[src/rtl/dadd_stepgen.sv]
// dadd_stepgen: source-data phrase generator that steps four 16-bit lanes per accepted phrase
module dadd_stepgen #(
  parameter int LSHIFT = 2,
  parameter int CNTW = 16
) (
  input  logic            sys_clk,
  input  logic            resetl,
  input  logic            load,
  input  logic [63:0]     load_data,
  input  logic [31:0]     iinc,
  input  logic [31:0]     zinc,
  input  logic [1:0]      incsel,
  input  logic            clamp,
  input  logic [CNTW-1:0] count,
  input  logic            start,
  input  logic            abort,
  input  logic            stall,
  output logic [31:0]     srcdlo,
  output logic [31:0]     srcdhi,
  output logic            valid,
  output logic            busy,
  output logic            done
);
  localparam int W = 18 + LSHIFT;
  typedef enum logic [1:0] {IDLE, RUN, DONE} state_t;
  state_t state;
  logic [63:0] lanes, nxt;
  logic [CNTW-1:0] rem;
  logic [1:0] sel;
  logic clp;
  logic [15:0] word;
  logic [W-1:0] incx, sum;
  assign word = sel == 2'd0 ? iinc[15:0] : sel == 2'd1 ? iinc[31:16] : sel == 2'd2 ? zinc[15:0] : zinc[31:16];
  assign incx = {{(W-16){word[15]}}, word} << LSHIFT;
  assign srcdlo = lanes[31:0];
  assign srcdhi = lanes[63:32];
  // next lane values: wrapping add, or a wide signed sum saturated to the unsigned 16-bit range
  always_comb begin
    nxt = lanes;
    sum = '0;
    for (int k = 0; k < 4; k++) begin
      sum = {{(W-16){1'b0}}, lanes[16*k +: 16]} + incx;
      nxt[16*k +: 16] = !clp ? lanes[16*k +: 16] + incx[15:0] : sum[W-1] ? 16'h0000 : |sum[W-2:16] ? 16'hFFFF : sum[15:0];
    end
  end
  // run sequencer with registered handshake outputs; abort overrides everything
  always_ff @(posedge sys_clk or negedge resetl) begin
    if (!resetl) begin
      state <= IDLE;
      lanes <= '0;
      rem <= '0;
      sel <= '0;
      clp <= 1'b0;
      valid <= 1'b0;
      busy <= 1'b0;
      done <= 1'b0;
    end else if (abort) begin
      state <= IDLE;
      valid <= 1'b0;
      busy <= 1'b0;
      done <= 1'b0;
    end else begin
      case (state)
        IDLE: begin
          if (load) lanes <= load_data;
          if (start) begin
            busy <= 1'b1;
            if (count != '0) begin
              sel <= incsel;
              clp <= clamp;
              rem <= count;
              valid <= 1'b1;
              state <= RUN;
            end else begin
              done <= 1'b1;
              state <= DONE;
            end
          end
        end
        RUN: begin
          if (valid && !stall) begin
            lanes <= nxt;
            rem <= rem - 1'b1;
            if (rem == CNTW'(1)) begin
              valid <= 1'b0;
              done <= 1'b1;
              state <= DONE;
            end
          end
        end
        DONE: begin
          done <= 1'b0;
          busy <= 1'b0;
          state <= IDLE;
        end
        default: state <= IDLE;
      endcase
    end
  end
endmodule
[config.mk]
export PLATFORM = sky130hd
export DESIGN_NAME = dadd_stepgen
export DESIGN_NICKNAME = d
export VERILOG_FILES = /design/src/rtl/dadd_stepgen.sv
export SDC_FILE = /design/constraint.sdc
export NUM_CORES = 1
export LEC_CHECK = 0
export ABC_CLOCK_PERIOD_IN_PS = 3900
export BUFFER_PORTS_ARGS = -buffer_cell sky130_fd_sc_hd__clkbuf_2
export CAP_MARGIN = 15
export CORE_ASPECT_RATIO = 1.4
export CORE_MARGIN = 4
export CORE_UTILIZATION = 23
export CTS_CLUSTER_DIAMETER = 30
export DETAILED_ROUTE_END_ITERATION = 16
export MAX_ROUTING_LAYER = met4
export PLACE_DENSITY = 0.47
export RECOVER_POWER = 50
export SYNTH_ARGS = -nofsm -noshare
export SYNTH_HDL_FRONTEND = slang
export SYNTH_SLANG_ARGS = --single-unit
[constraint.sdc]
create_clock -name sys_clk -period 3.9 [get_ports sys_clk]
set_input_delay 0.195 -clock sys_clk [delete_from_list [all_inputs] [get_ports sys_clk]]
set_output_delay 0.195 -clock sys_clk [all_outputs]
set_load 0.005 [all_outputs]
After elaboration in Yosys (flattened, before gate mapping)
Index checks and enable logic that the tools add are counted.
{ "word_totals": {"ff_bits": 88, "latch_bits": 0, "ramBits": 0, "mem_bits_ro": 0, "inputBits": 153, "output_inout_bits": 67, "n_memories": 0} }
{ "classes": {"add_sub_neg": 9, "n_mul": 0, "div": 0, "n_lt_le_gt_ge": 0, "n_eq_ne": 14, "shift": 0, "n_mux": 43, "bitwise_logic": 1, "n_reduce_logical": 20} }
{ "op_table": {"columns": ["cell", "n"], "rows": [
  ["16-bit two-way mux", 18],
  ["64-bit two-way mux", 2],
  ["64-bit case mux with 2 select lines", 1],
  ["17-bit by 18-bit adder with 19-bit output", 4],
  ["16-bit adder", 4],
  ["16-bit case mux with 2 select lines", 1],
  ["16-bit by 1-bit equality test with 1-bit output, second input constant", 1],
  ["16-bit nonzero test", 1],
  ["16-bit by 1-bit subtractor with 16-bit output, second input constant", 1],
  ["3-bit inequality test, second input constant", 5],
  ["5-bit AND reduction", 3],
  ["1-bit two-way mux", 12],
  ["3-bit OR reduction", 4],
  ["2-bit two-way mux", 5],
  ["2-bit inequality test, second input constant", 4],
  ["4-bit AND reduction", 2],
  ["3-bit nonzero test", 2],
  ["2-bit by 1-bit equality test with 1-bit output, second input constant", 2],
  ["2-bit equality test, second input constant", 2],
  ["2-bit zero test", 2],
  ["1-bit case mux with 2 select lines", 2],
  ["2-bit case mux with 2 select lines", 1],
  ["4-bit nonzero test", 1],
  ["1-bit case mux with 3 select lines", 1],
  ["6 further kinds", 6]
]} }

Longest topological paths before layout
{ "depth": {"ltp_word": 11, "mapped_depth": 15} }

Worst setup path before layout
No wires, ideal clock.
{ "synth_timing": {"path_kind": "flip-flop to flip-flop", "from": "register sel[0]", "to": "register lanes[16]", "setup_time_ps": 124, "arrival_time_ps": 4054, "t_required_ps": 3776, "setup_slack_ps": -278, "path_stages_with_launch": 14, "n_path_buf": 2, "period_less_slack_ps": 4178, "path_cell_list": "dfrtp_1 -> buf_6 -> buf_1 -> mux4_2 -> ha_1 -> fa_1 -> a211oi_2 -> o21ai_1 -> o31a_1 -> o311a_1 -> a31o_1 -> a221oi_4 -> a31oi_1 -> o31a_1"} }
{ "synth_between": {"elab_chain_cells": 11, "elab_cells_between_ends": 13, "cone_classes": "add/sub: 1; eq/ne: 2; mux: 8; reduce/logical: 2"} }
{ "synth_lines": {"columns": ["element", "line_no", "text"], "rows": [
  ["start: declaration", "29", "logic [1:0] sel;"],
  ["start signal: assignment", "69", "sel <= incsel;"],
  ["2-bit equality test", "33", "assign word = sel == 2'd0 ? iinc[15:0] : sel == 2'd1 ? iinc[31:16] : sel == 2'd2 ? zinc[15:0] : zinc[31:16];"],
  ["16-bit two-way mux (2 in a row)", "33", null],
  ["16-bit two-way mux (*)", "33", null],
  ["17-bit by 18-bit adder with 19-bit output (*)", "42", "sum = {{(W-16){1'b0}}, lanes[16*k +: 16]} + incx;"],
  ["3-bit OR reduction", "43", "nxt[16*k +: 16] = !clp ? lanes[16*k +: 16] + incx[15:0] : sum[W-1] ? 16'h0000 : |sum[W-2:16] ? 16'hFFFF : sum[ ..."],
  ["16-bit two-way mux", "43", null],
  ["16-bit two-way mux (*) (2 in a row)", "43", null],
  ["64-bit two-way mux (*)", "81", "if (valid && !stall) begin"],
  ["64-bit case mux with 2 select lines (*)", "63", "case (state)"],
  ["end signal: assignment", "65", "if (load) lanes <= load_data;"],
  ["end signal: assignment", "82", "lanes <= nxt;"],
  ["end: declaration", "27", "logic [63:0] lanes, nxt;"]
]} }
Every way passes the cells marked *; elsewhere a longest branch is shown, timed or not. The select of a mux whose other input is x is not followed.
A chain may end at the register's enable or synchronous reset.

Worst setup path after layout
{ "layout_timing": {"from": "register sel[0]", "to": "register lanes[17]"} }
Same word-level chain as after synthesis.

==> key figures <==
Logic synthesis
  • Seq/Total Area, Yosys: ~29%
  • Post-Syn Area: 0.00771 mm²
  • Largest family of logic cells by synthesized area: compound AO/OA/AOI/OAI gates
  • Number of enable flip-flop cells after synthesis: 0
  • Syn Inst Count: between 900 and 1000
  • Share of the synthesized area in the top cell type: 28.6%
  • Synth cell count leaders: 105 x a21oi_1, 88 x dfrtp_1, 78 x nor2_1
  • Multiplexer share of the synthesized area: 5.35%
  • Cell taking the most area after synthesis: dfrtp_1
  • Top cells by area, synth: dfrtp_1 29%, ha_1 10%, a21oi_1 6.8%
  • Post-Synth Adder-Cell Area: 11.1%
  • Primary FF master, synth: dfrtp_1
  • Synth Area in XOR/XNOR: 4.77%
  • Synthesized area per cell: roughly 8.5 µm²
  • Cell with the most instances after synthesis: a21oi_1
  • Yosys reg bits: 88
  • Synth cell types: 77
  • Syn nets: 1122
  • Post-synth ARST share: 100%
  • Yosys warns: 0
  • Simple-gate share of the synthesized area: 17.2%
  • Synth Area in Compound Gates: 29.4%

Final layout
  • Post-route cell area: just under 0.01 mm²
  • Area grow syn2layout: 28.4%
  • Filler Cells Inserted: 3679
  • Layout cell share with drive strength beyond 1: around a quarter
  • Fin cells: 1587
  • Layout net count: 1352
  • Register Area: 0.00220 mm²
  • Footprint of the multi-input gates: 0.00536 mm²

Floorplanning
  • Ports: 220
  • Chip width: 163 µm
  • Starting density of the core: 23.2%
  • Row count: 79
  • Die Height: about 220 µm
  • Core Area: 0.0332 mm²
  • Die ar.: 0.0366 mm²

Worst setup path
  • Worst flop-to-flop path startpoint: sel[0]
  • Crit. End Element: flop
  • WP data required: approximately 4.2 ns
  • Capture point of the worst reg-to-reg path: lanes[17]
  • FF-to-FF path depth: 12
  • Crit-path max FO: 5
  • Startpoint Class: flop
  • Crit path to: lanes[17]
  • Crit Path Class: flop to flop
  • WP data arrival: approximately 4 ns
  • R2R Setup Slk: 0.16 ns
  • Worst Setup SP: sel[0]

Min path
  • HP Class: input port to flop
  • Hold Path Stages: 3

STA
  • RSZ-0062 raised after global routing: true
  • Slew headroom: -13.4%
  • Period Utilization, post-route: between 90% and 100%
  • Setup Viol. Count Final: 0
  • Fin Clk Skew: about 0.011 ns
  • Tmin final: 3.74 ns
  • Hold Violations, Final: 0
  • Max-slew violations: 61
  • Setup TNS: 0 ns
  • Max Clock Freq: 268 MHz
  • Worst-Margin Slew: 1.70 ns

Clocking
  • Clock root buffer: clkbuf_16
  • H-tree depth: 3
  • Sink Count: 88
  • Clk_lat worst skew: 0.38 ns
  • Clock Pin Slew Worst Setup and Hold Paths: 0.07 ns
  • CTS tree: built
  • Longest Clk Path Bufs: 2
  • Num CTS Buffers: 9

Global route
  • Pin count of the biggest net entering global routing: 74
  • Met2 Use GR: 30.3%
  • Global-route met1 utilization: 20.3%
  • GRT busiest layer: met2
  • Global-route wire length before repair: 48100 µm
  • GRT Total Usage: about 18%
  • Routing usage on met3: under 10%
  • Antenna violations before repair: 4
  • Vias in the first global route: 8163
  • Global route overflow: 0

Place
  • Post-DP HPWL: 25100 µm
  • PortBufs: 219
  • Placed cell count: 1564
  • GPL Wtd Cong: 0.882
  • Placed cell area: 0.00951 mm²

Flow run
  • Max-Cap Viols: 1

Power
  • Pleak: 4.33 nW
  • Total Power: ~11 mW
  • Pwr Density: 1070 mW/mm²
  • Peak VDD IR: ~0.27 mV

Routing
  • Drt drc: 0
  • Vias/cell: 4.99
  • Via count: 7922
  • Drt pass-1 iters: 5
  • Final WL: 31600 µm
  • DR WL/cell: between 15 and 20 µm
  • Post-DRT Antenna Nets: 0
  • Iteration-0 DRC Markers: 378

Outcome
  • Failing checks: max-capacitance violations, max-slew violations
  • Outcome: finished, violations left
[worst max-delay path, stage by stage, from the launching register on]
cell	delay [ns]
dfrtp_1	0.39
mux4_2	0.57
ha_1	0.24
fa_2	0.38
a211oi_2	0.27
o21ai_1	0.16
o31a_1	0.27
o311a_1	0.31
a31o_1	0.24
a221oi_4	0.28
buf_4	0.19
a31oi_1	0.08
o31a_1	0.25
[where the power goes]
| part | leakage [nW] | internal (mW) | total [mW] | switching [mW] |
|---|---|---|---|---|
| Sequential | 1.03 | 1.34 | 1.88 | 0.542 |
| Combinational | 3.16 | 3.39 | 7.77 | 4.38 |
| Clock | 0.146 | 0.514 | 0.933 | 0.419 |
[stage by stage]
| step | utilization, % | setup WS [ns] | hold slack [ns] |
|---|---|---|---|
| after detailed placement | 28.6 | 0.0942 | 0.369 |
| final | 29.8 | 0.162 | 0.0436 |
| after global placement | 28.6 | 0.136 | 0.370 |
| after floorplan | - | 0.0748 | -0.101 |
| after CTS | 29.6 | 0.0599 | 0.0114 |
| after global routing | 29.8 | -0.0163 | 0.0458 |
[per-layer routing]
layer  up-vias  share of wire, %
met5         -                 0
met4         0               2.3
met3        29               5.3
met2       182                52
met1      3813                41
li1       3898                 -
[cells in the final DEF (no fill, tap or decap), drive strengths merged, types with 13 or more instances in the layout]
master / count
o22a: 13
xnor2: 26
nor2: 79
a211oi: 14
a31oi: 16
nand2b: 13
o21ai: 59
dfrtp: 88
inv: 21
nand3: 24
ha: 62
buf: 44
mux4: 15
o22ai: 16
and3: 22
a21oi: 105
nor3: 18
nand2: 76
clkbuf: 230
xor2: 16
o211ai: 20
[registers in the layout, indices dropped and copies added, names as in the netlist]
register and cells:
state 2, sel 2, lanes 64, valid 1, done 1, rem 16
clp 1, busy 1
[cell families after synthesis]
kind of cell    after synthesis
compound gates              340
xor+xnor                     42
fa+ha+maj                    66
buf+inv                      66
flops                        88
mux                          22
simple gates                279
[what timing repair did]
action,CTS,global route
buffers inserted,0,2
resized for setup,0,20
hold endpoints to repair,59,0
hold buffers,1,0
endpoints found under the setup margin,0,32
[how the worst min path moves through the flow]
stage,from,end,slack [ns]
after global placement,resetl,lanes[11],0.37
after global routing,clamp,clp,0.05
after floorplan,resetl,busy,-0.10
final,count[0],rem[0],0.04
after detailed placement,resetl,lanes[10],0.37
after CTS,count[0],rem[0],0.01
[area by class of cell]
class,count,area share (%)
clock buffers,11,2.45
flip-flops and latches,88,22.2
clock inverters,5,0.569
well taps,445,5.63
multi-input cells,749,54.1
repair buffers,264,14.1
diodes,4,0.101
inverters,21,0.796
Note: power is estimated with default switching activity, not from simulation.
